[src/rtl/dmi_responder.sv]
// DMI target endpoint: takes one DMI request at a time, runs a single-beat access on
// the register port with an ack timeout, and returns a status/data response.
module dmi_responder #(
  parameter int unsigned TIMEOUT = 64,
  parameter logic [6:0]  ADDR_LO = 7'h04,
  parameter logic [6:0]  ADDR_HI = 7'h5F
) (
  input  logic        clk,
  input  logic        reset,
  input  logic        debug_req_valid,
  output logic        debug_req_ready,
  input  logic [6:0]  debug_req_bits_addr,
  input  logic [1:0]  debug_req_bits_op,
  input  logic [31:0] debug_req_bits_data,
  output logic        debug_resp_valid,
  input  logic        debug_resp_ready,
  output logic [1:0]  debug_resp_bits_resp,
  output logic [31:0] debug_resp_bits_data,
  output logic        reg_en,
  output logic        reg_we,
  output logic [6:0]  reg_addr,
  output logic [31:0] reg_wdata,
  input  logic        reg_ack,
  input  logic [31:0] reg_rdata,
  input  logic        reg_err
);

  // state  | meaning
  // IDLE   | ready for a new request
  // ACCESS | register access in flight, waiting for reg_ack or timeout
  // RESP   | response presented until the initiator takes it
  typedef enum logic [1:0] {IDLE, ACCESS, RESP} state_t;

  localparam logic [1:0]  RESP_OK   = 2'd0;
  localparam logic [1:0]  RESP_FAIL = 2'd2;
  localparam logic [15:0] CNT_LAST  = 16'(TIMEOUT - 1);

  state_t      state, state_nx;
  logic [6:0]  addr_q;
  logic        we_q;
  logic [31:0] wdata_q;
  logic [15:0] cnt, cnt_nx;
  logic [1:0]  resp_q, resp_nx;
  logic [31:0] data_q, data_nx;
  logic        load;
  logic        accept;
  logic        mapped;

  assign debug_req_ready = (state == IDLE) && !reset;
  assign accept          = debug_req_valid && debug_req_ready;
  assign mapped          = (debug_req_bits_addr >= ADDR_LO) && (debug_req_bits_addr <= ADDR_HI);

  always_comb begin
    state_nx = state;
    cnt_nx   = cnt;
    resp_nx  = resp_q;
    data_nx  = data_q;
    load     = 1'b0;
    case (state)
      IDLE: begin
        if (accept) begin
          load   = 1'b1;
          cnt_nx = '0;
          if (debug_req_bits_op == 2'd0) begin
            state_nx = RESP;
            resp_nx  = RESP_OK;
            data_nx  = '0;
          end else if (debug_req_bits_op == 2'd3 || !mapped) begin
            state_nx = RESP;
            resp_nx  = RESP_FAIL;
            data_nx  = '0;
          end else begin
            state_nx = ACCESS;
          end
        end
      end
      ACCESS: begin
        // ack takes priority over a timeout landing in the same cycle
        if (reg_ack) begin
          state_nx = RESP;
          resp_nx  = reg_err ? RESP_FAIL : RESP_OK;
          data_nx  = we_q ? 32'd0 : reg_rdata;
        end else if (cnt == CNT_LAST) begin
          state_nx = RESP;
          resp_nx  = RESP_FAIL;
          data_nx  = '0;
        end else begin
          cnt_nx = cnt + 16'd1;
        end
      end
      RESP: begin
        if (debug_resp_ready) state_nx = IDLE;
      end
      default: state_nx = IDLE;
    endcase
  end

  always_ff @(posedge clk) begin
    if (reset) begin
      state   <= IDLE;
      cnt     <= '0;
      resp_q  <= '0;
      data_q  <= '0;
      addr_q  <= '0;
      we_q    <= 1'b0;
      wdata_q <= '0;
    end else begin
      state  <= state_nx;
      cnt    <= cnt_nx;
      resp_q <= resp_nx;
      data_q <= data_nx;
      if (load) begin
        addr_q  <= debug_req_bits_addr;
        we_q    <= (debug_req_bits_op == 2'd2);
        wdata_q <= debug_req_bits_data;
      end
    end
  end

  assign reg_en               = (state == ACCESS);
  assign reg_we               = reg_en && we_q;
  assign reg_addr             = addr_q;
  assign reg_wdata            = wdata_q;
  assign debug_resp_valid     = (state == RESP);
  assign debug_resp_bits_resp = resp_q;
  assign debug_resp_bits_data = data_q;

endmodule
[config.mk]
export PLATFORM = sky130hd
export DESIGN_NAME = dmi_responder
export DESIGN_NICKNAME = d
export VERILOG_FILES = /design/src/rtl/dmi_responder.sv
export SDC_FILE = /design/constraint.sdc
export NUM_CORES = 1
export LEC_CHECK = 0
export CORE_MARGIN = 5
export CORE_UTILIZATION = 25
export DETAILED_ROUTE_END_ITERATION = 8
export GPL_TIMING_DRIVEN = 0
export HOLD_SLACK_MARGIN = 0.03
export REMOVE_ABC_BUFFERS = 1
export SYNTH_ARGS = -nofsm -noshare
export SYNTH_HDL_FRONTEND = slang
export SYNTH_SLANG_ARGS = --single-unit
[constraint.sdc]
create_clock -name clk -period 2.07 [get_ports clk]
set_input_delay 0.207 -clock clk [delete_from_list [all_inputs] [get_ports clk]]
set_output_delay 0.207 -clock clk [all_outputs]
set_load 0.005 [all_outputs]
## After elaboration in Yosys (flattened, before gate mapping)

Index checks and enable logic that the tools add are counted.

| word-level totals | value |
|---|---|
| bits in read-only memories | 0 |
| memories | 0 |
| input bits | 79 |
| latch bits | 0 |
| RAM bits | 0 |
| flip-flop bits (word level) | 92 |

| operators by class | value |
|---|---|
| multipliers | 0 |
| reductions and logical operators | 13 |
| equality and inequality tests | 11 |
| order comparisons | 2 |
| muxes and demuxes | 26 |
| $add $sub $neg | 1 |
| shift operators | 0 |
| divide/modulo/power cells | 0 |
| bitwise logic cells | 0 |

Operators by type and width:

| kind | count |
|---|---|
| $mux W32 | 6 |
| $pmux W32 S2 | 1 |
| $mux W16 | 3 |
| $pmux W16 S2 | 1 |
| $mux W2 | 11 |
| $add A16 B1 Y16 const B | 1 |
| $eq A16 B6 Y1 const B | 1 |
| $reduce_and A4 Y1 | 2 |
| $ge A7 B3 Y1 const B | 1 |
| $le A7 B7 Y1 const B | 1 |
| $eq A2 B2 Y1 const B | 3 |
| $ne A2 B2 Y1 const B | 3 |
| $ne A3 B1 Y1 const B | 2 |
| $pmux W2 S3 | 1 |
| $logic_and A1 B1 Y1 | 4 |
| $logic_not A2 Y1 | 2 |
| $pmux W2 S2 | 1 |
| $reduce_and A3 Y1 | 1 |
| $eq A2 B1 Y1 const B | 1 |
| $logic_not A1 Y1 | 2 |
| $mux W1 | 2 |
| $ne A2 B1 Y1 const B | 1 |
| $reduce_bool A2 Y1 | 1 |
| $logic_or A1 B1 Y1 | 1 |

## Logic depth before layout (Yosys ltp)

Gate-level depths: netlist of the first run.

| depth | value |
|---|---|
| depth after elaboration | 8 |
| gate-level depth with buffers | 7 |

## Worst setup path after synthesis of the first run

No wires, ideal clock.

| timing | value |
|---|---|
| kind | register to register |
| start | reg state[1] |
| end | reg cnt[5] |
| period minus slack after synthesis | 1896 ps |
| stages on the path, launching flop included | 8 |
| arrival time | 1826 ps |
| buffers on the path | 2 |
| setup time | 70 ps |
| path slack | 174 ps |
| cells stage by stage | dfxtp_1 clkbuf_1 nor4b_4 or2_1 buf_4 o21ai_2 or4_1 a21oi_1 |

| between the ends | value |
|---|---|
| longest elaborated chain between the ends | 5 |
| elaborated cells on any way between the ends | 10 |
| those cells by class | 4 x eq/ne; 1 x mux; 5 x reduce/logical |

Ends and longest elaborated chain:

| what | line | source |
|---|---|---|
| start: declaration | 38 | `state_t state, state_nx;` |
| start signal: assignment | 108 | `state <= state_nx;` |
| $logic_not A2 Y1 | 49, 59 |  |
| $logic_and A1 B1 Y1 | 49 | `assign debug_req_ready = (state == IDLE) && !reset;` |
| $logic_and A1 B1 Y1 | 50 | `assign accept = debug_req_valid && debug_req_ready;` |
| $ne A2 B2 Y1 (no source line) | n/a |  |
| $reduce_and A4 Y1 (no source line) | n/a |  |
| end signal: assignment | 109 | `cnt <= cnt_nx;` |
| end: declaration | 42 | `logic [15:0] cnt, cnt_nx;` |

Parallel ways exist; a longest one is shown, timed or not.
A chain may end at the register's enable or synchronous reset.

## Worst setup path after layout of the first run

| timing | value |
|---|---|
| start | in debug_req_bits_addr[3] |
| end | reg data_q[8] (netlist: debug_resp_bits_data[8]) |

| between the ends | value |
|---|---|
| longest elaborated chain between the ends | 6 |
| elaborated cells on any way between the ends | 7 |
| those cells by class | 2 x order compare; 1 x eq/ne; 4 x reduce/logical |

Ends and longest elaborated chain:

| what | line | source |
|---|---|---|
| start: declaration | 12 | `input logic [6:0] debug_req_bits_addr,` |
| $ge A7 B3 Y1 or $le A7 B7 Y1 (tied branches) | 51 | `assign mapped = (debug_req_bits_addr >= ADDR_LO) && (debug_req_bits_addr <= ADDR_HI);` |
| $logic_and A1 B1 Y1 (*) | 51 |  |
| $logic_not A1 Y1 (*) | 68 | `end else if (debug_req_bits_op == 2'd3 \|\| !mapped) begin` |
| $logic_or A1 B1 Y1 (*) | 68 |  |
| $ne A3 B1 Y1 (no source line) (*) | n/a |  |
| $reduce_and A4 Y1 (no source line) (*) | n/a |  |
| end signal: assignment | 111 | `data_q <= data_nx;` |
| end: declaration | 44 | `logic [31:0] data_q, data_nx;` |

Every way passes the cells marked *; elsewhere a longest branch is shown, timed or not.

==> results of run 1 <==
==> layout make-up <==
cell class | instances | area, um2
Sequential cell | 91 | 1830
Fill cell | 1276 | 7670
Clock buffer | 11 | 253
Inverter | 4 | 20.0
Timing Repair Buffer | 163 | 1640
Multi-Input combinational cell | 256 | 1490
Clock inverter | 5 | 75.1
Tap cell | 176 | 220
==> worst paths after layout <==
path | cells past startpoint | slack, ns | from | end
min reg2reg | 2 | 0.46 | reg_wdata[12]$_SDFFE_PP0P_ | reg_wdata[12]$_SDFFE_PP0P_
max | 7 | 0.09 | debug_req_bits_addr[3] | debug_resp_bits_data[8]$_SDFFE_PP0P_
min | 2 | 0.41 | reset | cnt[1]$_SDFFE_PP0P_
max reg2reg | 7 | 0.15 | cnt[1]$_SDFFE_PP0P_ | debug_resp_bits_data[8]$_SDFFE_PP0P_
==> stage by stage <==
step | instance area (um2) | worst slack (ns)
6_report | 5520 | 0.0910
3_3_place_gp | 5020 | -3.35
3_5_place_dp | 5110 | -1.74
4_1_cts | 5480 | -0.0244
5_1_grt | 5520 | -0.00890
2_1_floorplan | 3260 | -1.51
==> synth_stat cells (2+ instances only) <==
cell | instances | area (um2)
nor3_1 | 2 | 10.0
buf_2 | 2 | 10.0
inv_1 | 3 | 11.3
nand3_1 | 9 | 45.0
a21oi_1 | 13 | 65.1
buf_4 | 2 | 15.0
and2_1 | 3 | 18.8
nand4_1 | 5 | 31.3
xor2_1 | 9 | 78.8
nand2_1 | 85 | 319
nor4_1 | 2 | 12.5
or4_1 | 2 | 15.0
or3_1 | 5 | 31.3
nor3b_1 | 2 | 15.0
nand2b_1 | 2 | 12.5
a22o_1 | 32 | 280
nor2_1 | 15 | 56.3
o21ai_0 | 44 | 220
clkbuf_1 | 21 | 78.8
and3_1 | 5 | 31.3
dfxtp_1 | 91 | 1820
==> timing repair <==
item                                    4_1_cts  5_1_grt
buffers inserted                              1        1
pin swaps                                     1        1
gates cloned                                  1        0
endpoints found under the setup margin       91       38
resized for setup                            10        7
==> power groups by stage <==
stage	Sequential (uW)	Clock [uW]	Combinational (uW)
3_3_place_gp	1940	0	585
3_5_place_dp	1940	0	613
5_1_grt	1920	1910	682
2_1_floorplan	1940	0	172
6_report	1910	1780	630
4_1_cts	1910	1830	628
==> cells in the final DEF, fill, tap and decap left out, types with 2 or more instances in the layout <==
cell and count:
inv_1 2, a21oi_4 2, buf_4 5, clkbuf_8 2, xor2_1 9, clkinv_2 3
bufinv_16 2, and2_1 3, and3_1 5, nand3_1 9, nand2b_1 2, clkbuf_16 9
nand2_1 85, o21ai_0 44, clkdlybuf4s50_1 153, dfxtp_1 88, or3_1 5, a21oi_1 11
nor4b_2 2, nor2_1 15, nand4_1 5, nor3_1 2, or4_1 2, a22o_1 32
dfxtp_2 3, buf_8 4
==> layer usage <==
layer | up-vias | global-route usage | share of wire
li1 | 1597 | - | -
met3 | 11 | 0.0402 | 0.056
met4 | 0 | 0.0435 | 0.015
met2 | 71 | 0.216 | 0.51
met5 | - | 0 | 0
met1 | 1488 | 0.146 | 0.42
==> critical path, delay by kind of cell <==
kind                   cells  cell delay (ns)
buffers and inverters      2             0.62
and+or+nand+nor            1             0.53
AOI/OAI and AO/OA          4             0.83
==> registers in the layout, indices dropped and copies added (netlist names) <==
register / flops
debug_resp_bits_data: 32
state: 2
reg_wdata: 32
cnt: 16
debug_resp_bits_resp: 1
reg_addr: 7
we_q: 1
==> cell families after synthesis <==
| kind of cell | Yosys count | synth area share |
|---|---|---|
| simple gates | 144 | 0.198 |
| mux | 1 | 0.00298 |
| buf+inv | 29 | 0.0354 |
| other cells | 1 | 0.00112 |
| xor+xnor | 9 | 0.0235 |
| fa+ha+maj | 1 | 0.00372 |
| compound gates | 99 | 0.193 |
| flops | 91 | 0.542 |
==> metrics.txt, run 1 <==
status=complete, no violations; crit start category=input port; initial core utilization=0.255; first-pass GRT wire length=about 16,000 um; Worst-Skew Late Latency=roughly 0.33 ns; Max Freq=0.505 GHz; Die Footprint=15,900 um2; fraction of registers with async set/reset=0; Final Critical Period=1.98 ns; vias in the first global route=roughly 3,300; Hold Slack=0.410 ns; nets=605; Slew Limit Fails=0; power per cell area=781 nW/um2; Area Growth Syn to Fin=64.4%; Root Buffer=clkbuf_16; Synth Cell Area=3360 um2; number of DRC markers in iteration 0=93; drt drc=0; via count=3,167; share of cells above drive strength 1=0.0792; Hold Crit Class=in -> reg; CP max stage cell=or4_1; Routed wire per std cell=14.5 um; Max Fanout on Critical Path=18; final hold violation count=0; antenna cells=0; Slew @ Worst Pin=0.786 ns; Relative slew margins=0.474; P_leak=0.00201 uW; Final GP Congestion=0.840; CTS tree=built; largest net degree at the start of global routing=44; top_reg_cell synth=dfxtp_1; Syn Area/Cell=approximately 9.0 um2; Initial DRT Pass Iterations=4; RSZ-0062 raised after global routing=yes; most used cell, CP=a21oi_4; placed insts=687; clk buf depth=2; P_sw=between 900 and 1000 uW; flops & latches, synth=91; Core Box Area=approximately 13,000 um2; Critical Path RT=2.29 ns; final WL=10,200 um; register area share after synthesis=0.542; Setup violations, final=0; port bufs=154; HPWL after DPL=about 7600 um; setup TNS=0 ns; crit path DAT=2.20 ns; Vias/cell=4.49; Period Utilization, post-route=0.956; Unique masters post-synth=42; CTS Buf Count=9; number of H-tree levels=3; ANT nets after route=0; Setup Crit Path Kind=in -> reg; GR Util All Layers=0.125; CTS sink cnt=91; # hold bufs at CTS=0; Ports=between 150 and 200; sequential power share=0.442; combinational fraction of design power=0.146; Yosys Warn Count=0; chip width=126 um; skew final=~0.0073 ns; critical path endpoint category=flip-flop; Clock power frac=0.413; total power=4320 uW; Clk pin slew, worst setup/hold paths=0.06 ns; final global-route overflow total=0; Internal=3350 uW; CP cell instances=clkdlybuf4s50_1 -> or4_1 -> o211a_1 -> a21oi_4 -> a21oi_4 -> buf_8 -> a22o_1; initial antenna violation count=0; EDFF count, synth=0; Final Non-Filler Cells=between 700 and 800; Max VDD drop=0.399 mV; Site Rows=42; die span in y=126 um; max_cap viols=0; worst stage delay on the critical path=roughly 0.53 ns; fin util=0.419; Net Sw Frac=0.225; Synth Instances=between 300 and 400
Power figures use the tool's default switching activity.
==> inputs of run 2 (changes only) <==
Settings changed: CELL_PAD_IN_SITES_DETAIL_PLACEMENT set to 1, CELL_PAD_IN_SITES_GLOBAL_PLACEMENT set to 2, CORE_ASPECT_RATIO set to 1.5, CORE_UTILIZATION 25 to 23, PLACE_DENSITY_LB_ADDON set to 0.1.
==> run 2 against run 1 <==
Clock skew grew 0.0069 ns; critical path type is now reg -> reg; clock power shrank 4%; critical path depth shrank 2; critical endpoint is now debug_resp_bits_data[17]$_SDFFE_PP0P_; sequential cell count stayed put.
==> metrics.txt, run 2 (synthesis gave the netlist of run 1 again) <==
met3 Use GR=0.0543 (was 0.0402); met1 usage=0.147 (was 0.146); highest-count cells in the layout ignoring fill and taps=clkdlybuf4s50_1 (153), dfxtp_1 (89), nand2_1 (85) (was clkdlybuf4s50_1 (153), dfxtp_1 (88), nand2_1 (85)); nets=607 (was 605); largest net degree at the start of global routing=44 (unchanged); Routed wire per std cell=15.6 um (was 14.5 um); number of H-tree levels=3 (unchanged); Final Instance Area=5530 um2 (was 5520 um2); Worst-Skew Late Latency=0.34 ns (was 0.33 ns); crit path buf inv count=2 (unchanged); CTS Buf Count=9 (unchanged); crit path DAT=2.33 ns (was 2.20 ns); Final GP Congestion=0.711 (was 0.840); placed insts=707 (was 687); Initial DRT Pass Iterations=4 (unchanged); met2 Track Usage GR=0.216 (about the same); GRT busiest layer=met2 (unchanged); commonest non-fill, non-tap cell in the layout=clkdlybuf4s50_1 (unchanged); number of DRC markers in iteration 0=62 (was 93); vias in the first global route=3,391 (was 3,250); die span in y=158 um (was 126 um); CTS sink cnt=91 (unchanged); Area Growth Syn to Fin=64.7% (was 64.4%); CP cell instances=nand2b_1 -> nor4b_2 -> buf_4 -> buf_4 -> a22o_1 (was clkdlybuf4s50_1 -> or4_1 -> o211a_1 -> a21oi_4 -> a21oi_4 -> buf_8 -> a22o_1); HPWL after DPL=8310 um (was 7590 um); Critical Path RT=2.35 ns (was 2.29 ns); crit start category=flip-flop (was input port); Period Utilization, post-route=0.993 (was 0.956); port bufs=154 (unchanged); CP top delay family=simple AND/OR/NAND/NOR gates (was compound AO/OA/AOI/OAI gates); Setup Crit Path Kind=reg -> reg (was in -> reg); Hold Crit Class=in -> reg (unchanged); share of cells above drive strength 1=0.0752 (was 0.0792); Core Box Area=14,500 um2 (was 13,200 um2); Root Buffer=clkbuf_16 (unchanged); Max VDD drop=0.524 mV (was 0.399 mV); Ports=156 (unchanged); Die Footprint=17,200 um2 (was 15,900 um2); power per cell area=772 nW/um2 (was 781 nW/um2); skew final=0.0142 ns (was 0.00732 ns); Placed Area=5130 um2 (was 5110 um2); ANT nets after route=0 (unchanged); initial core utilization=0.232 (was 0.255); critical path endpoint category=flip-flop (unchanged); via count=3,243 (was 3,167); Vias/cell=4.45 (was 4.49); fillers=1,710 (was 1,276); CP max stage cell=nor4b_2 (was or4_1); P_leak=0.00201 uW (about the same); CTS tree=built (unchanged); Setup violations, final=0 (unchanged); final hold violation count=0 (unchanged); final WL=11,400 um (was 10,200 um); first-pass GRT wire length=17,300 um (was 16,400 um); Final Non-Filler Cells=728 (was 706); Slew Limit Fails=0 (unchanged); Slew @ Worst Pin=0.916 ns (was 0.786 ns); final global-route overflow total=0 (unchanged); Max Freq=0.486 GHz (was 0.505 GHz); Clk pin slew, worst setup/hold paths=0.07 ns (was 0.06 ns); antenna cells=0 (unchanged); fin util=0.383 (was 0.419); Relative slew margins=0.388 (was 0.474); worst stage delay on the critical path=0.78 ns (was 0.53 ns); clk buf depth=2 (unchanged); status=complete, no violations (unchanged); drt drc=0 (unchanged); initial antenna violation count=0 (unchanged); total power=4270 uW (was 4320 uW); RSZ-0062 raised after global routing=yes (unchanged); max_cap viols=0 (unchanged); Final Critical Period=2.06 ns (was 1.98 ns); chip width=109 um (was 126 um); Site Rows=54 (was 42); Max Fanout on Critical Path=10 (was 18); most used cell, CP=buf_4 (was a21oi_4); GR Util All Layers=0.128 (was 0.125)
[run 2: changes by cell type in the layout (fill, tap and decap cells not counted), moves of 2 or more]
cell and delta:
buf_8 -3, clkinv_2 -3, inv_6 +2, buf_6 +3, inv_8 +2
[run 2: worst paths after layout]
check                             start                                     to  slack, ns  cells after the start
min reg2reg  reg_wdata[25]$_SDFFE_PP0P_             reg_wdata[25]$_SDFFE_PP0P_       0.46                      2
max               state[1]$_SDFFE_PP0P_  debug_resp_bits_data[17]$_SDFFE_PP0P_       0.01                      5
max reg2reg       state[1]$_SDFFE_PP0P_  debug_resp_bits_data[17]$_SDFFE_PP0P_       0.01                      5
min             debug_req_bits_data[24]             reg_wdata[24]$_SDFFE_PP0P_       0.42                      3
[run 2: routing by layer]
layer  vias to the layer above  part of all wire
met5                         -                 0
met4                         0             0.012
met3                        12             0.084
met1                      1524              0.41
li1                       1613                 -
met2                        94              0.50
[run 2: per-stage QoR]
stage	hold slack [ns]	setup slack, ns	setup TNS, ns
3_5_place_dp	0.454	-1.93	-102.35
2_1_floorplan	0.276	-1.51	-85.63
6_report	0.421	0.0137	0
3_3_place_gp	0.444	-3.63	-241.90
5_1_grt	0.407	-0.0898	-0.537
4_1_cts	0.405	-0.0422	-0.187
[run 2: area by class of cell]
class	count	area, um2	area share
Clock buffer	11	243	0.0439
Multi-Input combinational cell	257	1480	0.268
Sequential cell	91	1820	0.330
Inverter	4	22.5	0.00407
Timing Repair Buffer	164	1650	0.298
Tap cell	196	245	0.0443
Clock inverter	5	66.3	0.0120
[run 2: what timing repair did]
item	CTS	global route
setup endpoints to repair	82	30
gates resized for setup	13	1
setup buffers	2	1
endpoints found under the hold margin	0	0
pin swaps	2	0
cloned	1	1
hold buffers	0	0
[run 2: worst register-to-register path, cell delays in order, from the launching register on]
cell,delay (ns)
dfxtp_2,0.38
nand2b_1,0.22
nor4b_2,0.78
buf_4,0.32
buf_4,0.17
a22o_1,0.14
[run 2: power breakdown]
part           switching [uW]  total [uW]  internal [uW]
clock                     721        1710            988
sequential               56.2        1900           1850
combinational             267         660            393
total                    1040        4270           3230
